===== config.mk =====
export PLATFORM = sky130hd
export DESIGN_NAME = int_to_str
export DESIGN_NICKNAME = d
export VERILOG_FILES = /design/src/rtl/int_to_str.sv
export SDC_FILE = /design/constraint.sdc
export NUM_CORES = 1
export LEC_CHECK = 0
export ABC_AREA = 1
export CORE_UTILIZATION = 45
export DETAILED_ROUTE_END_ITERATION = 12
export HOLD_SLACK_MARGIN = 0.12
export PLACE_DENSITY = 0.75
export SLEW_MARGIN = 40
export SYNTH_ARGS = -nofsm -noshare
export SYNTH_HDL_FRONTEND = slang
export SYNTH_SLANG_ARGS = --single-unit

===== constraint.sdc =====
create_clock -name clk -period 8.5 [get_ports clk]
set_input_delay 1.7 -clock clk [delete_from_list [all_inputs] [get_ports clk]]
set_output_delay 1.7 -clock clk [all_outputs]
set_load 0.005 [all_outputs]

===== src/rtl/int_to_str.sv =====
// Iterative double-dabble formatter: 32-bit unsigned value to four packed ASCII digits.
// Optional leading-zero blanking when INT_TO_STR_BLANK_EN is defined.
module int_to_str (
   input  logic        clk,
   input  logic        rst_n,
   input  logic        in_valid,
   output logic        in_ready,
   input  logic [31:0] val,
   output logic        out_valid,
   input  logic        out_ready,
   output logic [31:0] buffer,
   output logic        ovf
);

   typedef enum logic [1:0] {IDLE, SHIFT, PACK, DONE} state_t;

`ifdef INT_TO_STR_BLANK_EN
   localparam logic [31:0] ZERO_STR = 32'h20202030;
`else
   localparam logic [31:0] ZERO_STR = 32'h30303030;
`endif

   state_t      state, state_nxt;
   logic [13:0] bin;
   logic [15:0] bcd;
   logic [3:0]  cnt;
   logic        ovf_pend;

   function automatic logic [15:0] add3(input logic [15:0] b);
      logic [15:0] r;
      r = b;
      for (int i = 0; i < 4; i++) begin
         if (b[4*i +: 4] >= 4'd5)
            r[4*i +: 4] = b[4*i +: 4] + 4'd3;
      end
      return r;
   endfunction

   function automatic logic [31:0] pack(input logic [15:0] b, input logic o);
      logic [31:0] r;
`ifdef INT_TO_STR_BLANK_EN
      logic        lead;
`endif
      r = 32'h39393939;
      if (!o) begin
         for (int i = 0; i < 4; i++)
            r[8*i +: 8] = {4'h3, b[4*i +: 4]};
`ifdef INT_TO_STR_BLANK_EN
         // Blank leading zeros from the thousands digit down; units always shown.
         lead = 1'b1;
         for (int i = 3; i >= 1; i--) begin
            if (lead && (b[4*i +: 4] == 4'd0))
               r[8*i +: 8] = 8'h20;
            else
               lead = 1'b0;
         end
`endif
      end
      return r;
   endfunction

   assign in_ready = (state == IDLE);

   always_ff @(posedge clk or negedge rst_n) begin
      if (!rst_n)
         state <= IDLE;
      else
         state <= state_nxt;
   end

   always_comb begin
      state_nxt = state;
      case (state)
         IDLE:    if (in_valid) state_nxt = SHIFT;
         SHIFT:   if (cnt == 4'd0) state_nxt = PACK;
         PACK:    state_nxt = DONE;
         DONE:    if (out_ready) state_nxt = IDLE;
         default: state_nxt = IDLE;
      endcase
   end

   // Conversion datapath: needs no reset, always reloaded on accept.
   always_ff @(posedge clk) begin
      case (state)
         IDLE: if (in_valid) begin
            bin      <= val[13:0];
            bcd      <= 16'd0;
            cnt      <= 4'd13;
            ovf_pend <= (val > 32'd9999);
         end
         SHIFT: begin
            {bcd, bin} <= {add3(bcd), bin} << 1;
            cnt        <= cnt - 4'd1;
         end
         default: ;
      endcase
   end

   always_ff @(posedge clk or negedge rst_n) begin
      if (!rst_n) begin
         buffer    <= ZERO_STR;
         ovf       <= 1'b0;
         out_valid <= 1'b0;
      end else begin
         if (state == PACK) begin
            buffer    <= pack(bcd, ovf_pend);
            ovf       <= ovf_pend;
            out_valid <= 1'b1;
         end else if (state == DONE && out_ready) begin
            out_valid <= 1'b0;
         end
      end
   end

endmodule

==> metrics.md <==
| Metric | Value |
|---|---|
| Io pins | `about 70` |
| Post-Place Worst Slack | `5370 ps` |
| DR vias | `about 2100` |
| Fin. max-slew vios | `0` |
| Post-route antenna net violation count | `0` |
| Post-cts sizing count | `0` |
| Sum of buffers and inverters on the critical path | `2` |
| CTS tree | `yes` |
| Layout cells sized above 1 | `0.04213` |
| Clock-pin transition on the worst setup and hold timing paths | `100 ps` |
| LEAKAGE | `1.492 nW` |
| RSZ-0062 raised after global routing | `false` |
| Status | `finished, final reports clean` |
| Grt met3 use | `0.04045` |
| Hold crit path type | `flop to flop` |
| Worst EP required | `a little under 7000 ps` |
| Final Cycle Share | `0.3882` |
| Top Family by Delay on Critical Path | `buffers and inverters` |
| Critical path launch point type | `flop` |
| CTS Hold Bufs | `0` |
| Critical Path, Cell by Cell | `inv_1, ha_1, clkdlybuf4s50_1` |
| Port buffer count | `54` |
| Switch share | `0.3807` |
| Clock sinks | `55` |
| Power share of the sequential group | `0.466` |
| Row count | `28` |
| Sequential area share after synthesis | `0.5492` |
| Pin count of the biggest net entering global routing | `35` |
| Total setup buffers inserted after CTS | `0` |
| CP Max Fanout | `4` |
| Psw | `approximately 0.00043 W` |
| 1st-pass router iterations | `4` |
| Leading area contributor after synthesis | `edfxtp_1` |
| Final Cell Area | `approximately 0.0034 sq mm` |
| Initial antenna violation count | `0` |
| Number of global-route vias before repair | `approximately 1900` |
| Vias per std cell | `between 4 and 5` |
| CTS Buffer Depth | `2` |
| Yosys top cell area share | `0.3720` |
| Drt total wl | `just over 5000 microns` |
| Root Driver | `clkbuf_8` |
| Slew margin rel. | `0.6220` |
| Critical Path End Type | `output port` |
| Max Cap Viol | `0` |
| Count leader, synth | `nand2_1` |
| Clock share of power | `0.129` |
| Top cells by count, synth | `83 x nand2_1, 35 x edfxtp_1, 32 x nor2_1, 28 x inv_1, 24 x a21oi_1` |
| Power Dens Cells | `between 300 and 400 mW/mm^2` |
| Num CTS Buffers | `5` |
| Fmax | `about 300 MHz` |
| Post-route setup TNS | `0 ps` |
| Antenna cells | `0` |
| Internal power | `roughly 0.00070 W` |
| Number of synthesized flops with an enable pin | `35` |
| Critical path class | `flop to output port` |
| Die height | `81.24 microns` |
| Die width | `around 81 microns` |
| Combinational share of power | `0.405` |
| Actual slew at the worst max-slew pin | `about 570 ps` |
| Post-DP Area | `between 0.003 and 0.004 sq mm` |
| Final Hold Viols | `0` |
| DRC Markers | `0` |
| Final Wtd Congestion | `between 0.7 and 0.8` |
| Arr. time, crit path | `approximately 1600 ps` |
| H-tree depth | `2` |
| Setup violators final | `0` |
| Most Crowded Layer GR | `met2` |
| Register bit total from synthesis | `55` |
| Synth top area cells | `edfxtp_1 37%, dfrtp_1 18%, nand2_1 11%` |
| Worst Setup Slack, final | `around 5200 ps` |
| Die area | `0.006599 sq mm` |
| Worst-case clock skew | `~12 ps` |
| Syn Inst Count | `a little over 300` |
| Met2 usage | `0.2899` |
| Total grt overflow | `0` |
| Worst VDD drop | `around 160 uV` |
| WL per Instance | `11.67 microns` |
| First-pass GRT wire length | `~8300 microns` |
| Layout area overhead | `21.12%` |
| Gr usage total | `0.1693` |
| Global routing usage on met1 | `0.2100` |
| Post-detail-place hpwl | `3616 microns` |
| Slowest stage delay, CP | `around 530 ps` |
| YS warnings | `0` |
| Initial Util | `0.4716` |
| Worst hold slack | `489.7 ps` |
| First DRT Iteration DRCs | `83` |
| Slowest CP cell | `clkdlybuf4s50_1` |
| Post-synth cell types | `23` |
| Synth Flop Type | `edfxtp_1` |
| Mean Syn Cell Area | `9.355 sq um` |
| R2R Setup Slk | `roughly 6300 ps` |
| Core ar. | `around 0.0060 sq mm` |
| Netlist Area Pre-Place | `about 0.0028 sq mm` |
| Worst skew pair latency | `~320 ps` |
| Nets | `approximately 400` |
| Fin crit period | `3300 ps` |
| Async SR Flop Fraction | `0.3636` |
## layer usage
layer  part of all wire  wire [microns]
met5                  0               0
met4              0.011              55
met3              0.059             298
met2               0.49            2458
met1               0.44            2217
## logic make-up after synthesis
logic type,share of synthesized area
AOI/OAI and AO/OA,0.09256
adders and majority gates,0.05757
buffers and inverters,0.1081
DFF,0.5492
other,0.002658
and+or+nand+nor,0.1900
## power by group through the flow
stage          Clock, W  Sequential (W)  Combinational [W]
6_report       0.000147        0.000528           0.000460
3_3_place_gp          0        0.000529           0.000454
4_1_cts        0.000151        0.000529           0.000469
3_5_place_dp          0        0.000534           0.000468
2_1_floorplan         0        0.000529           0.000314
5_1_grt        0.000163        0.000547           0.000532
## metrics by stage
step	instances	utilization	total power, W
floorplan	316	-	0.0008428
global placement	423	0.5574	0.0009827
detailed placement	423	0.5566	0.001002
CTS	431	0.5712	0.001150
global route	431	0.5712	0.001241
finish	431	0.5712	0.001135
## flip-flops by register name, summed over array words and instances (netlist names)
| register | flops |
|---|---|
| bcd | 16 |
| out_valid | 1 |
| ovf | 1 |
| bin | 14 |
| buffer | 16 |
| state | 2 |
| cnt | 4 |
| ovf_pend | 1 |
## final cells by class
type,count,area (sq um)
clock buffer,5,68.82
clock inverter,3,18.77
fill,532,2569
inverter,29,113.9
multi-input combinational,208,1025
sequential,55,1551
tap,75,93.84
timing repair buffer,56,550.5
## worst reg2reg max path: stages (launching register included)
cell and delay, ps:
dfrtp_1 430, inv_1 90, ha_1 140, buf_4 310, inv_1 320, o21ai_2 190, buf_4 400
## cells in the final DEF (no fill, tap or decap), drive strengths merged
| master | instances |
|---|---|
| nand2 | 83 |
| clkdlybuf4s50 | 53 |
| edfxtp | 35 |
| nor2 | 33 |
| inv | 30 |
| a21oi | 25 |
| dfrtp | 20 |
| o21ai | 18 |
| conb | 16 |
| ha | 13 |
| nand3 | 7 |
| or2 | 5 |
| clkbuf | 5 |
| a22o | 4 |
| buf | 3 |
| nand4 | 2 |
| and2 | 1 |
| o21bai | 1 |
| clkinvlp | 1 |
| clkinv | 1 |
## worst paths after layout
| check | start | to | cells past startpoint |
|---|---|---|---|
| worst max-delay path | state[0] | in_ready | 3 |
| worst min-delay path | out_valid | out_valid | 2 |
| worst max register to register | state[1] | bcd[3] | 6 |
| worst min register to register | out_valid | out_valid | 2 |
| max in group asynchronous | rst_n | buffer[0] | 1 |
| min in group asynchronous | rst_n | buffer[16] | 1 |
Power figures use the tool's default switching activity.
